[src/rtl/inst_mem_loader.sv]
// Instruction RAM with a byte-stream program loader in front of it.
// Holds the CPU in reset while a big-endian byte stream is packed into words.
module inst_mem_loader #(
    parameter int AW            = 6,
    parameter bit LOAD_ON_RESET = 1'b1
) (
    input  logic          clk,
    input  logic          rst,
    input  logic          ld_start,
    input  logic          ld_valid,
    input  logic [7:0]    ld_byte,
    input  logic          ld_last,
    output logic          ld_ready,
    output logic [AW:0]   ld_words,
    output logic          ld_err,
    output logic          cpu_rst,
    input  logic          inst_ren,
    input  logic [31:0]   inst_addr,
    output logic [31:0]   inst_data
);

    localparam int DEPTH = 1 << AW;

    typedef enum logic [1:0] {
        S_LOAD  = 2'd0,
        S_FLUSH = 2'd1,
        S_RUN   = 2'd2
    } state_t;

    localparam state_t RST_STATE = LOAD_ON_RESET ? S_LOAD : S_RUN;

    state_t      state;
    logic [1:0]  lane;
    logic [23:0] pend;
    logic [31:0] mem [DEPTH];

    logic        xfer;
    logic        wr_fire;
    logic        room;
    logic        addr_high;
    logic [1:0]  addr_lsb_unused;

    function automatic logic [31:0] pack_word(input logic [23:0] p,
                                              input logic [1:0]  l,
                                              input logic [7:0]  b);
        logic [31:0] w;
        case (l)
            2'd0:    w = {b, 24'h000000};
            2'd1:    w = {p[23:16], b, 16'h0000};
            2'd2:    w = {p[23:8], b, 8'h00};
            default: w = {p, b};
        endcase
        return w;
    endfunction

    assign xfer            = ld_valid & ld_ready;
    assign wr_fire         = xfer & ((lane == 2'd3) | ld_last);
    // ld_words doubles as the write pointer; its top bit means the RAM is full.
    assign room            = ~ld_words[AW];
    assign addr_high       = |inst_addr[31:AW+2];
    assign addr_lsb_unused = inst_addr[1:0];

    always_ff @(posedge clk or posedge rst) begin
        if (rst) begin
            state    <= RST_STATE;
            lane     <= 2'd0;
            ld_words <= '0;
            ld_err   <= 1'b0;
            ld_ready <= LOAD_ON_RESET;
            cpu_rst  <= LOAD_ON_RESET;
        end else begin
            case (state)
                S_LOAD: begin
                    if (xfer) begin
                        lane <= lane + 2'd1;
                        if (wr_fire) begin
                            if (room)
                                ld_words <= ld_words + 1'b1;
                            else
                                ld_err <= 1'b1;
                        end
                        if (ld_last) begin
                            if (lane != 2'd3)
                                ld_err <= 1'b1;
                            lane     <= 2'd0;
                            state    <= S_FLUSH;
                            ld_ready <= 1'b0;
                        end
                    end
                end
                S_FLUSH: begin
                    state   <= S_RUN;
                    cpu_rst <= 1'b0;
                end
                S_RUN: begin
                    if (ld_start) begin
                        state    <= S_LOAD;
                        lane     <= 2'd0;
                        ld_words <= '0;
                        ld_err   <= 1'b0;
                        ld_ready <= 1'b1;
                        cpu_rst  <= 1'b1;
                    end
                end
                default: begin
                    state    <= RST_STATE;
                    lane     <= 2'd0;
                    ld_ready <= LOAD_ON_RESET;
                    cpu_rst  <= LOAD_ON_RESET;
                end
            endcase
        end
    end

    // Assembly register for lanes 0..2; a reset drops it because lane returns to 0.
    always_ff @(posedge clk) begin
        if (xfer) begin
            case (lane)
                2'd0:    pend[23:16] <= ld_byte;
                2'd1:    pend[15:8]  <= ld_byte;
                2'd2:    pend[7:0]   <= ld_byte;
                default: pend        <= pend;
            endcase
        end
    end

    always_ff @(posedge clk) begin
        if (wr_fire && room)
            mem[ld_words[AW-1:0]] <= pack_word(pend, lane, ld_byte);
    end

    always_ff @(posedge clk or posedge rst) begin
        if (rst) begin
            inst_data <= 32'h0000_0000;
        end else if (state != S_RUN) begin
            inst_data <= 32'h0000_0000;
        end else if (inst_ren) begin
            inst_data <= addr_high ? 32'h0000_0000 : mem[inst_addr[AW+1:2]];
        end
    end

endmodule

[config.mk]
export PLATFORM = sky130hd
export DESIGN_NAME = inst_mem_loader
export DESIGN_NICKNAME = d
export VERILOG_FILES = /design/src/rtl/inst_mem_loader.sv
export SDC_FILE = /design/constraint.sdc
export NUM_CORES = 2
export LEC_CHECK = 0
export ABC_AREA = 1
export CORE_MARGIN = 1
export CORE_UTILIZATION = 55
export DETAILED_ROUTE_END_ITERATION = 12
export GPL_ROUTABILITY_DRIVEN = 1
export PLACE_DENSITY = 0.73
export SLEW_MARGIN = 20
export SYNTH_ARGS = -nofsm -noshare
export SYNTH_HDL_FRONTEND = slang
export SYNTH_SLANG_ARGS = --single-unit
[constraint.sdc]
create_clock -name clk -period 11.3 [get_ports clk]
set_input_delay 1.13 -clock clk [delete_from_list [all_inputs] [get_ports clk]]
set_output_delay 1.13 -clock clk [all_outputs]
set_load 0.01 [all_outputs]
==> results.ini <==
[synth]
yosysTopAreaCell = edfxtp_1
yosysWarnings = 0
synth.net_count = 7380
ys_seq_elements = 2118
synth-adder-area-share = 0.000729
yosys-top-cells-area = edfxtp_1 73%, nand2_1 12%, nand3_1 9.9%
synth.mux.area_fraction = 0
synth_compound_area_frac = 0.00296
yosysSeqAreaShare = 0.739
syn-instance-count = 7329
ys_types = 23
synth_xor_area_frac = 0
synthSimpleGateAreaFrac = 0.229
synth.cell_area_sq_mm = 0.0858
synth_top_family_by_area = simple AND/OR/NAND/NOR gates
avgSynthCellArea_sq_um = 11.7
synth_top_cell_area_share = 0.725

[critical_path]
cp-end-kind = register
worstReg2RegEnd = mem[20][4]
crit_family = buffers and inverters
cp_max_fo = 174
cp_slowest_cell = buf_4
reg2reg_from = lane[1]
path_class = in2reg
crit_required_ns = 12.06
crit_path_start_kind = input port
cpPeakStageDelay_ns = 0.87
rr_worst_depth = 9
arrival_ns = 5.33
cp_common_cell = nand2_1
reg2reg_slack_ns = 7.41
path_cells = buf_8 > buf_12 > buf_4 > buf_4 > nand2_1 > nand3_1 > nand3_1 > nand2_1 > nand2_1 > nand2_1 > nand2_1 > nand3_1 > nand3_1 > nand2_1
cp.buffers_inverters = 4

[global_route]
grt_max_degree = 213
grt_pass1_vias = 54417
grt-busiest-layer = met2
grt_use_met2 = 0.448
grt_pass1_wl_microns = 338000
antenna_found_initial = 6
overflow = 0
met3_usage = 0.0673
use_met1 = 0.396
grt.total_usage = 0.292

[worst_hold_path]
hp-start = cpu_rst
worstHoldPathCells = 2
hp-class = reg2reg
holdPathEnd = cpu_rst

[clock_network]
cts.path.max_buffers = 3
h-tree-depth = 4
clock_latency_ns = 0.84
cts_tree = yes
clk_pin_slew_worst_paths_ns = 0.06
ctsHoldBuffers = 0
root_buffer = clkbuf_16
cts_buffers = 201
cts_resized = 0
cts_sinks = 2118
cts_setup_buffers = 0

[timing]
worst_pin_slew_ns = 1.18
skew_ns = 0.0200
setup_viol = 0
fmax_ghz = 0.219
layout_worst_path_cycle_share = 0.404
hold_viol_final = 0
finalMaxSlewViolations = 0
finalSetupTns_ns = 0
relSlewSlack = 0.213
period_needed_ns = 4.57
rsz0062_at_grt = no

[power]
power.internal_mw = 13.4
leakage_nw = 34.8
p_sw_mw = 4.75
clkPwrFrac = 0.351
seqPwrFrac = 0.525
combPwrFrac = 0.124
p_per_area_mw_per_mm2 = 191
vdd_drop_max_uv = 247
switching_share = 0.261

[routing]
drtIter0Drc = 7293
via_per_inst = 6.00
ant_nets = 0
drc = 14
drt_wl_total_microns = 232000
drtPass1Iterations = 11
routedWlPerCell_microns = 24.3
via_count = 57148

[placed_design]
dp_hpwl_microns = 114000
portBuffers = 85
place_area_sq_mm = 0.0890
gp_congestion = 0.899

[status]
status = complete, but fails checks
violations = DRC

[final_layout]
syn2layout_area_growth_pct = 11.0
design_area_sq_mm = 0.0952
layout.cells.most_common = nand2_1
n_fill_cell = 11331
final_nets = 7360
seq_area_sq_mm = 0.0634
final_cell_mix = 2848 x nand2_1, 2072 x edfxtp_1, 1690 x nand3_1
drive_gt1_frac = 0.0703
multi_input_area_sq_mm = 0.0207

[floorplan]
start_util = 0.556
dieArea_sq_mm = 0.158
rows = 144
die_x_microns = 397
io_pins = 88
fp.dieH_microns = 397
coreArea_sq_mm = 0.154

[run]
maxCapViolCount = 0

-- power groups by stage --
stage,logic (mW),clock network [mW],registers [mW]
2_1_floorplan,1.06,0,9.82
3_3_place_gp,2.11,0,9.70
3_5_place_dp,2.18,0,9.71
4_1_cts,2.18,6.43,9.54
5_1_grt,2.35,6.71,9.55
6_report,2.25,6.39,9.55
-- per-layer routing --
layer | wire (microns) | part of all wire | up-vias
met5 | 117 | 0.00051 | -
met4 | 11100 | 0.048 | 2
met3 | 28600 | 0.12 | 514
met2 | 106000 | 0.46 | 3509
met1 | 86200 | 0.37 | 27529
li1 | - | - | 25594
-- worst min-delay path, cell delays in order, from the launching register on --
cell,delay [ns]
dfstp_2,0.37
nand2_1,0.06
nand2_1,0.05
-- logic make-up (layout without fill, tap and decap cells) --
| logic type | count (synthesis) | in the layout |
|---|---|---|
| buf+inv | 511 | 659 |
| fa+ha+maj | 5 | 5 |
| other cells | 0 | 3 |
| flops | 2118 | 2118 |
| simple gates | 4645 | 4645 |
| compound gates | 50 | 50 |
-- how the worst max path moves through the flow --
stage | startpoint | end | cells past startpoint
after global placement | inst_addr[2] | inst_data[8] | 14
after CTS | inst_addr[2] | inst_data[16] | 14
after floorplan | ld_byte[2] | mem[0][10] | 2
after detailed placement | inst_addr[2] | inst_data[31] | 14
after global routing | inst_addr[2] | inst_data[9] | 14
final | inst_addr[2] | inst_data[9] | 14
-- per-stage QoR --
step | std cells | power (mW) | worst slack, ns | util | hold slack [ns]
floorplan | 7329 | 10.9 | 6.86 | - | 0.472
global placement | 9142 | 11.8 | 6.07 | 0.576 | 0.459
detailed placement | 9147 | 11.9 | 6.05 | 0.576 | 0.460
CTS | 9518 | 18.2 | 6.94 | 0.616 | 0.472
global route | 9521 | 18.6 | 6.46 | 0.617 | 0.504
finish | 9524 | 18.2 | 6.73 | 0.617 | 0.474
-- final cells by class --
type	instances	area share
diodes	3	0.0000788
inverters	57	0.00264
clock buffers	260	0.0560
well taps	2044	0.0269
flip-flops and latches	2118	0.665
repair buffers	231	0.0231
multi-input cells	4700	0.217
clock inverters	111	0.00872
-- cell usage after synthesis --
| cell type | number |
|---|---|
| nor2_1 | 82 |
| buf_4 | 36 |
| buf_6 | 11 |
| a21oi_1 | 9 |
| nor4_1 | 1 |
| nor2_2 | 1 |
| ha_1 | 5 |
| buf_2 | 285 |
| inv_1 | 53 |
| nor4b_2 | 1 |
| clkbuf_1 | 74 |
| nand3_1 | 1690 |
| nand4_1 | 16 |
| buf_1 | 48 |
| dfrtp_1 | 44 |
| nand2_1 | 2850 |
| inv_4 | 1 |
| nor3_1 | 4 |
| inv_2 | 3 |
| a21oi_2 | 1 |
| o21ai_0 | 40 |
| dfstp_2 | 2 |
| edfxtp_1 | 2072 |
-- flip-flops by register name, indices dropped and copies added, names as in the netlist --
name / cells
pend: 24
lane: 2
ld_err: 1
cpu_rst: 1
state: 2
inst_data: 32
mem: 2048
ld_ready: 1
ld_words: 7
Power figures use the tool's default switching activity.
